**config.mk**
```make
export PLATFORM = sky130hd
export DESIGN_NAME = vga_sync_rx_flat
export DESIGN_NICKNAME = d
export VERILOG_FILES = /design/src/rtl/vga_sync_rx_if.sv /design/src/rtl/vga_sync_rx.sv /design/src/flat_wrapper.sv
export SDC_FILE = /design/constraint.sdc
export NUM_CORES = 1
export LEC_CHECK = 0
export ABC_AREA = 1
export BUFFER_PORTS_ARGS = -buffer_cell sky130_fd_sc_hd__buf_4
export CAP_MARGIN = 10
export CORE_MARGIN = 1
export CORE_UTILIZATION = 45
export DETAILED_ROUTE_END_ITERATION = 10
export PLACE_DENSITY = 0.69
export SETUP_SLACK_MARGIN = 0.2
export SYNTH_ARGS = -nofsm -noshare
export SYNTH_HDL_FRONTEND = slang
export SYNTH_SLANG_ARGS = --single-unit
```
**constraint.sdc**
```tcl
create_clock -name clk -period 3.75 [get_ports clk]
set_clock_uncertainty 0.2 [all_clocks]
set_input_delay 1.125 -clock clk [delete_from_list [all_inputs] [get_ports clk]]
set_output_delay 1.125 -clock clk [all_outputs]
set_load 0.05 [all_outputs]
```
**src/rtl/vga_sync_rx_if.sv**
```systemverilog
// Monitored VGA pins plus the recovered-timing results of vga_sync_rx.
// master drives the pins (generator / bench side), slave is the monitor.
interface vga_sync_rx_if;
  logic        pix_en;
  logic        hsync;
  logic        vsync;
  logic        R;
  logic        G;
  logic        B;
  logic [9:0]  x;
  logic [9:0]  y;
  logic        valid;
  logic [2:0]  rgb;
  logic        frame_start;
  logic        locked;
  logic        h_err;
  logic        v_err;
  logic [19:0] frame_lit;

  modport master (
    output pix_en, hsync, vsync, R, G, B,
    input  x, y, valid, rgb, frame_start, locked, h_err, v_err, frame_lit
  );

  modport slave (
    input  pix_en, hsync, vsync, R, G, B,
    output x, y, valid, rgb, frame_start, locked, h_err, v_err, frame_lit
  );
endinterface

```
**src/rtl/vga_sync_rx.sv**
```systemverilog
// Recovers pixel coordinates from sampled VGA sync pins, checks line/frame
// lengths, tracks lock and counts lit active pixels per frame.
module vga_sync_rx #(
  parameter int unsigned H_ACTIVE        = 640,
  parameter int unsigned H_SYNC          = 96,
  parameter int unsigned H_BP            = 48,
  parameter int unsigned H_TOTAL         = 800,
  parameter int unsigned V_ACTIVE        = 480,
  parameter int unsigned V_SYNC          = 2,
  parameter int unsigned V_BP            = 33,
  parameter int unsigned V_TOTAL         = 525,
  parameter bit          SYNC_ACTIVE_LOW = 1'b1,
  parameter int unsigned LOCK_FRAMES     = 2
) (
  input  logic         clk,
  input  logic         rst,
  vga_sync_rx_if.slave vga
);

  localparam int unsigned CW  = 10;
  localparam int unsigned LW  = 20;
  localparam int unsigned EW  = CW + 1;
  localparam int unsigned HO  = H_SYNC + H_BP;
  localparam int unsigned VO  = V_SYNC + V_BP;
  localparam int unsigned LCW = $clog2(LOCK_FRAMES + 1);

  typedef enum logic [1:0] {
    SEARCH  = 2'd0,
    ACQUIRE = 2'd1,
    LOCKED  = 2'd2
  } state_t;

  state_t          state_q, state_d;
  logic [LCW-1:0]  lock_cnt_q, lock_cnt_d;

  logic            hs1_q, vs1_q, hs2_q, vs2_q;
  logic [2:0]      rgb1_q;
  logic [CW-1:0]   hcount_q, hcount_d;
  logic [CW-1:0]   vcount_q, vcount_d;
  logic [CW-1:0]   line_cnt_q, line_cnt_d;
  logic            vpend_q, vpend_d;
  logic [LW-1:0]   lit_q, lit_d;
  logic            bad_q, bad_d;

  logic [CW-1:0]   x_q, y_q;
  logic            valid_q, locked_q;
  logic [2:0]      rgb_q;
  logic            fs_q, herr_q, verr_q;
  logic [LW-1:0]   frame_lit_q, frame_lit_d;

  logic            hs_edge, vs_edge, searching, h_err_c, v_err_c, in_win;

  // Datapath: edges, counters, checks and lit accumulation for the stage-1 sample
  always_comb begin
    hs_edge   = hs1_q & ~hs2_q;
    vs_edge   = vs1_q & ~vs2_q;
    searching = (state_q == SEARCH);

    h_err_c = hs_edge && !searching &&
              ((EW'(hcount_q) + EW'(1)) != EW'(H_TOTAL));
    v_err_c = vs_edge && !searching &&
              ((EW'(line_cnt_q) + EW'(hs_edge)) != EW'(V_TOTAL));

    hcount_d   = hcount_q;
    vcount_d   = vcount_q;
    vpend_d    = vpend_q;
    line_cnt_d = line_cnt_q;

    if (hs_edge) begin
      hcount_d = '0;
    end else if (hcount_q != '1) begin
      hcount_d = hcount_q + CW'(1);
    end

    // vcount restarts on the first hsync edge at or after a vsync edge
    if (hs_edge) begin
      vpend_d = 1'b0;
      if (vpend_q || vs_edge) begin
        vcount_d = '0;
      end else if (vcount_q != '1) begin
        vcount_d = vcount_q + CW'(1);
      end
    end else if (vs_edge) begin
      vpend_d = 1'b1;
    end

    if (vs_edge) begin
      line_cnt_d = '0;
    end else if (hs_edge && (line_cnt_q != '1)) begin
      line_cnt_d = line_cnt_q + CW'(1);
    end

    in_win = (hcount_d >= CW'(HO)) && (hcount_d < CW'(HO + H_ACTIVE)) &&
             (vcount_d >= CW'(VO)) && (vcount_d < CW'(VO + V_ACTIVE));

    lit_d       = lit_q;
    frame_lit_d = frame_lit_q;
    if (vs_edge) begin
      lit_d = '0;
      // A wrong-length frame leaves the previously published count in place
      if (!searching && !v_err_c) begin
        frame_lit_d = lit_q;
      end
    end else if (in_win && (|rgb1_q) && (lit_q != '1)) begin
      lit_d = lit_q + LW'(1);
    end

    bad_d = vs_edge ? 1'b0 : (bad_q | h_err_c | v_err_c);
  end

  // Lock state machine: next state
  always_comb begin
    state_d    = state_q;
    lock_cnt_d = lock_cnt_q;
    unique case (state_q)
      SEARCH: begin
        if (vs_edge) begin
          state_d    = ACQUIRE;
          lock_cnt_d = '0;
        end
      end
      ACQUIRE: begin
        if (h_err_c || v_err_c) begin
          lock_cnt_d = '0;
        end else if (vs_edge && !bad_q) begin
          if ((lock_cnt_q + LCW'(1)) >= LCW'(LOCK_FRAMES)) begin
            state_d    = LOCKED;
            lock_cnt_d = '0;
          end else begin
            lock_cnt_d = lock_cnt_q + LCW'(1);
          end
        end
      end
      LOCKED: begin
        if (h_err_c || v_err_c) begin
          state_d    = ACQUIRE;
          lock_cnt_d = '0;
        end
      end
      default: begin
        state_d    = SEARCH;
        lock_cnt_d = '0;
      end
    endcase
  end

  // Lock state machine: state register
  always_ff @(posedge clk) begin
    if (rst) begin
      state_q    <= SEARCH;
      lock_cnt_q <= '0;
    end else if (vga.pix_en) begin
      state_q    <= state_d;
      lock_cnt_q <= lock_cnt_d;
    end
  end

  // Pipeline, counters and level outputs; frozen while pix_en is low
  always_ff @(posedge clk) begin
    if (rst) begin
      hs1_q       <= 1'b0;
      vs1_q       <= 1'b0;
      rgb1_q      <= '0;
      hs2_q       <= 1'b0;
      vs2_q       <= 1'b0;
      hcount_q    <= '0;
      vcount_q    <= '0;
      line_cnt_q  <= '0;
      vpend_q     <= 1'b0;
      lit_q       <= '0;
      bad_q       <= 1'b0;
      x_q         <= '0;
      y_q         <= '0;
      valid_q     <= 1'b0;
      locked_q    <= 1'b0;
      rgb_q       <= '0;
      frame_lit_q <= '0;
    end else if (vga.pix_en) begin
      hs1_q       <= vga.hsync ^ SYNC_ACTIVE_LOW;
      vs1_q       <= vga.vsync ^ SYNC_ACTIVE_LOW;
      rgb1_q      <= {vga.R, vga.G, vga.B};
      hs2_q       <= hs1_q;
      vs2_q       <= vs1_q;
      hcount_q    <= hcount_d;
      vcount_q    <= vcount_d;
      line_cnt_q  <= line_cnt_d;
      vpend_q     <= vpend_d;
      lit_q       <= lit_d;
      bad_q       <= bad_d;
      x_q         <= hcount_d - CW'(HO);
      y_q         <= vcount_d - CW'(VO);
      valid_q     <= in_win && (state_d == LOCKED);
      locked_q    <= (state_d == LOCKED);
      rgb_q       <= rgb1_q;
      frame_lit_q <= frame_lit_d;
    end
  end

  // Event pulses last exactly one clk, independent of pix_en
  always_ff @(posedge clk) begin
    if (rst || !vga.pix_en) begin
      fs_q   <= 1'b0;
      herr_q <= 1'b0;
      verr_q <= 1'b0;
    end else begin
      fs_q   <= vs_edge;
      herr_q <= h_err_c;
      verr_q <= v_err_c;
    end
  end

  assign vga.x           = x_q;
  assign vga.y           = y_q;
  assign vga.valid       = valid_q;
  assign vga.rgb         = rgb_q;
  assign vga.frame_start = fs_q;
  assign vga.locked      = locked_q;
  assign vga.h_err       = herr_q;
  assign vga.v_err       = verr_q;
  assign vga.frame_lit   = frame_lit_q;

endmodule

```
**src/flat_wrapper.sv**
```systemverilog
// flat-port wrapper written by rule: the top's interface ports become plain ports
module vga_sync_rx_flat 
#(
  parameter int unsigned H_ACTIVE        = 640,
  parameter int unsigned H_SYNC          = 96,
  parameter int unsigned H_BP            = 48,
  parameter int unsigned H_TOTAL         = 800,
  parameter int unsigned V_ACTIVE        = 480,
  parameter int unsigned V_SYNC          = 2,
  parameter int unsigned V_BP            = 33,
  parameter int unsigned V_TOTAL         = 525,
  parameter bit          SYNC_ACTIVE_LOW = 1'b1,
  parameter int unsigned LOCK_FRAMES     = 2
)
  (clk, rst, vga_pix_en, vga_hsync, vga_vsync, vga_R, vga_G, vga_B, vga_x, vga_y, vga_valid, vga_rgb, vga_frame_start, vga_locked, vga_h_err, vga_v_err, vga_frame_lit);
  vga_sync_rx_if vga_i ();
  input  logic clk;
  input  logic rst;
  input wire logic [$bits(vga_i.pix_en)-1:0] vga_pix_en;
  input wire logic [$bits(vga_i.hsync)-1:0] vga_hsync;
  input wire logic [$bits(vga_i.vsync)-1:0] vga_vsync;
  input wire logic [$bits(vga_i.R)-1:0] vga_R;
  input wire logic [$bits(vga_i.G)-1:0] vga_G;
  input wire logic [$bits(vga_i.B)-1:0] vga_B;
  output wire logic [$bits(vga_i.x)-1:0] vga_x;
  output wire logic [$bits(vga_i.y)-1:0] vga_y;
  output wire logic [$bits(vga_i.valid)-1:0] vga_valid;
  output wire logic [$bits(vga_i.rgb)-1:0] vga_rgb;
  output wire logic [$bits(vga_i.frame_start)-1:0] vga_frame_start;
  output wire logic [$bits(vga_i.locked)-1:0] vga_locked;
  output wire logic [$bits(vga_i.h_err)-1:0] vga_h_err;
  output wire logic [$bits(vga_i.v_err)-1:0] vga_v_err;
  output wire logic [$bits(vga_i.frame_lit)-1:0] vga_frame_lit;
  assign vga_i.pix_en = vga_pix_en;
  assign vga_i.hsync = vga_hsync;
  assign vga_i.vsync = vga_vsync;
  assign vga_i.R = vga_R;
  assign vga_i.G = vga_G;
  assign vga_i.B = vga_B;
  assign vga_x = vga_i.x;
  assign vga_y = vga_i.y;
  assign vga_valid = vga_i.valid;
  assign vga_rgb = vga_i.rgb;
  assign vga_frame_start = vga_i.frame_start;
  assign vga_locked = vga_i.locked;
  assign vga_h_err = vga_i.h_err;
  assign vga_v_err = vga_i.v_err;
  assign vga_frame_lit = vga_i.frame_lit;
  vga_sync_rx #(.H_ACTIVE(H_ACTIVE), .H_SYNC(H_SYNC), .H_BP(H_BP), .H_TOTAL(H_TOTAL), .V_ACTIVE(V_ACTIVE), .V_SYNC(V_SYNC), .V_BP(V_BP), .V_TOTAL(V_TOTAL), .SYNC_ACTIVE_LOW(SYNC_ACTIVE_LOW), .LOCK_FRAMES(LOCK_FRAMES)) u_core (.clk(clk), .rst(rst), .vga(vga_i));
endmodule
```
==> results.tsv <==
stage	metric	value	unit
status	outcome	complete, no violations	
clocking	Clock Pin Slew Worst Setup and Hold Paths	70	ps
pwr	leakage	2.87	nW
clocking	post-CTS setup buffers	0	
placed_design	Port Buf Inserts	55	
worst_setup_path	CP delay by family, top	simple AND/OR/NAND/NOR gates	
worst_setup_path	RR Startpoint	u_core.vcount_q[0]	
sta	Tmin final	3160	ps
global_routing	initial antenna violation count	0	
clocking	clock root buffer	clkbuf_16	
die	Starting Density	46.7	%
placed_design	global placement routability congestion	0.853	
drt	routed vias	5490	
synthesis	Mapped Nets	884	
clocking	number of CTS-inserted buffers	9	
sta	Setup TNS Final	0	ps
worst_setup_path	arrival time at the worst endpoint	3250	ps
global_routing	GRT Util Overall	21.5	%
clocking	Post-CTS Hold Buffers	0	
worst_setup_path	Worst Setup SP	u_core.vcount_q[0]	
placed_design	Detail Placement HPWL	9810	um
pwr	total power	0.00245	W
min_path	hold_sp	u_core.lock_cnt_q[1]	
global_routing	grt total ovfl	0	
worst_setup_path	slowest stage delay, CP	420	ps
worst_setup_path	CP Buf/Inv Count	1	
synthesis	Synth top cells by count	nand2_1 (164), nor2_1 (112), inv_1 (111)	
synthesis	async set-or-reset flop fraction in the synthesized netlist	0	%
clocking	Clock Tree Buf Depth	2	
sta	Rel. slew slack	57.0	%
pwr	Pwr Density	364	mW/mm^2
synthesis	Yosys warnings	0	
sta	Achievable Freq	0.316	GHz
drt	Vias/cell	5.10	
synthesis	Synth area leaders	dfxtp_1 (36%), nand2_1 (10%), nor2_1 (7.0%), inv_1 (7.0%), a21oi_1 (5.0%)	
global_routing	largest net degree at the start of global routing	57	
sta	Final setup viols	0	
clocking	CTS tree	done	
worst_setup_path	kind of critical path	reg -> reg	
synthesis	Post-synth EDFFs	0	
drt	post-route antenna net violation count	0	
flow_run	max-cap violations	0	
die	Die H	117	um
global_routing	global-route wire length before repair	23300	um
min_path	worst hold path class	reg -> reg	
synthesis	post-synthesis sequential area ratio	35.9	%
pwr	Peak VDD IR	0.000271	V
layout	share of cells above drive strength 1	15.3	%
worst_setup_path	crit-path cells	ha_1 -> nand2_2 -> nor2_4 -> nand3_4 -> nand2_2 -> inv_1 -> o21ai_0 -> nor2_1 -> ha_1 -> nor2_1 -> nand2_2 -> o21ai_1 -> nand4_2 -> nand2_2 -> nand2_1 -> a21oi_2	
global_routing	vias in the first global route	5003	
drt	Post-Route WL	13800	um
drt	Routed WL per cell	12.8	um
drt	Detailed Route Iter0 Violations	379	
clocking	# clock sinks	107	
sta	Worst-Margin Slew	646	ps
synthesis	Mapped Cells	866	
layout	nets@finish	917	
layout	FILL cells	1241	
synthesis	Synth Area per Inst	6.89	um^2
sta	period utilization	84.4	%
die	core area	0.0128	mm^2
worst_setup_path	Startpoint Class	register	
worst_setup_path	Slowest-stage cell, CP	dfxtp_1	
synthesis	top_reg_cell synth	dfxtp_1	
clocking	clk_lat worst skew	360	ps
synthesis	Netlist cell types	43	
die	# rows	41	
layout	Area Overhead vs Synth	12.8	%
sta	Final Max Tran Viols	0	
synthesis	top-count cell post-synth	nand2_1	
clocking	H-Tree Level Count	3	
synthesis	leading area contributor after synthesis	dfxtp_1	
drt	residual DRC count	0	
layout	area occupied by multi-input gates	0.00318	mm^2
synthesis	#FFs+latches synth	107	
layout	Sequential Area	0.00214	mm^2
die	# IOs	56	
die	die span in x	117	um
drt	DR pass1 iterations	5	
die	die area	0.0137	mm^2
synthesis	post-synthesis instance area	0.00597	mm^2
worst_setup_path	worst endpoint required time	3840	ps
worst_setup_path	most used cell, CP	nand2_2	
layout	# diodes	0	
synthesis	top-area cell type share of the netlist area	35.9	%
sta	final hold vios	0	
clocking	Resized cells post-CTS	0	
sta	RSZ-0062 raised after global routing	no	
worst_setup_path	Worst setup EP type	register	
worst_setup_path	CP max FO	20	
-- logic make-up after synthesis --
kind of cell / Yosys count / synth area share [%]
flip-flops: 107 / 35.9
AND/OR/NAND/NOR: 403 / 31.2
AO/OA/AOI/OAI: 163 / 15.9
buffers and inverters: 155 / 10.8
adder cells (fa/ha/maj): 10 / 2.10
XOR/XNOR: 28 / 4.11
-- layout make-up --
cell class | instances | share of cell area [%]
multi-input combinational | 604 | 47.3
clock buffer | 11 | 3.76
sequential | 107 | 31.8
clock inverter | 5 | 0.539
timing repair buffer | 63 | 7.03
inverter | 114 | 6.36
tap | 172 | 3.20
-- flip-flops by register name, summed over array words and instances, names as in the netlist, 2 cells and up --
signal / cells
u_core.lit_q: 20
u_core.vga.frame_lit: 20
u_core.line_cnt_q: 10
u_core.vcount_q: 10
u_core.vga.x: 10
u_core.vga.y: 10
u_core.hcount_q: 6
u_core.rgb1_q: 3
u_core.vga.rgb: 3
u_core.lock_cnt_q: 2
u_core.state_q: 2
-- layer usage --
layer | track usage [%] | wire (um) | vias to the layer above
met5 | 0 | 0 | -
met4 | 4.89 | 117 | 0
met3 | 4.07 | 554 | 11
met2 | 36.1 | 6410 | 116
met1 | 28.6 | 6700 | 2483
li1 | - | - | 2880
-- stage by stage --
stage	setup WS (ps)	utilization, %	instances	hold WS (ps)	instance area [um^2]
2_1_floorplan	994	-	866	224	5970
3_3_place_gp	745	50.4	1060	240	6440
3_5_place_dp	620	50.4	1060	244	6440
4_1_cts	593	52.7	1076	254	6730
5_1_grt	296	52.7	1076	269	6730
6_report	587	52.7	1076	254	6730
-- report_power, final --
part / leakage [nW] / internal (W) / total (W) / switching [W]
Clock: 0.146 / 0.000490 / 0.000923 / 0.000434
Sequential: 0.872 / 0.00117 / 0.00120 / 0.0000304
Combinational: 1.85 / 0.0000919 / 0.000322 / 0.000230
Total: 2.87 / 0.00175 / 0.00245 / 0.000694
-- final timing paths --
kind,end,depth (start not counted),slack [ps]
setup / recovery,u_core.lit_q[13],16,590
hold / removal,u_core.lock_cnt_q[1],2,250
hold reg to reg,u_core.lock_cnt_q[1],2,250
setup reg to reg,u_core.lit_q[13],16,590
-- worst reg2reg max path, stage by stage, from the launching register on --
cell	delay, ps
dfxtp_1	420
ha_1	270
nand2_2	90
nor2_4	150
nand3_4	130
nand2_2	100
inv_1	60
o21ai_0	140
nor2_1	80
ha_1	210
nor2_1	190
nand2_2	110
o21ai_1	210
nand4_2	140
nand2_2	330
nand2_1	130
a21oi_2	130
-- cell usage in the layout, fill, tap and decap left out, types with 4 or more instances in the layout --
cell type / n
inv_1: 111
o21ai_0: 50
nor3_1: 9
o22ai_1: 5
a21oi_2: 12
nand3_2: 12
nand3_1: 49
ha_1: 10
nand2_2: 14
buf_4: 63
nand4_1: 19
nand2_1: 164
a21oi_1: 60
o21ai_1: 4
nor2_1: 112
nor4_1: 5
clkbuf_16: 9
nor2_2: 9
dfxtp_1: 107
xnor2_1: 4
xor2_1: 24
a211oi_1: 20
(Power assumes the default switching activity.)
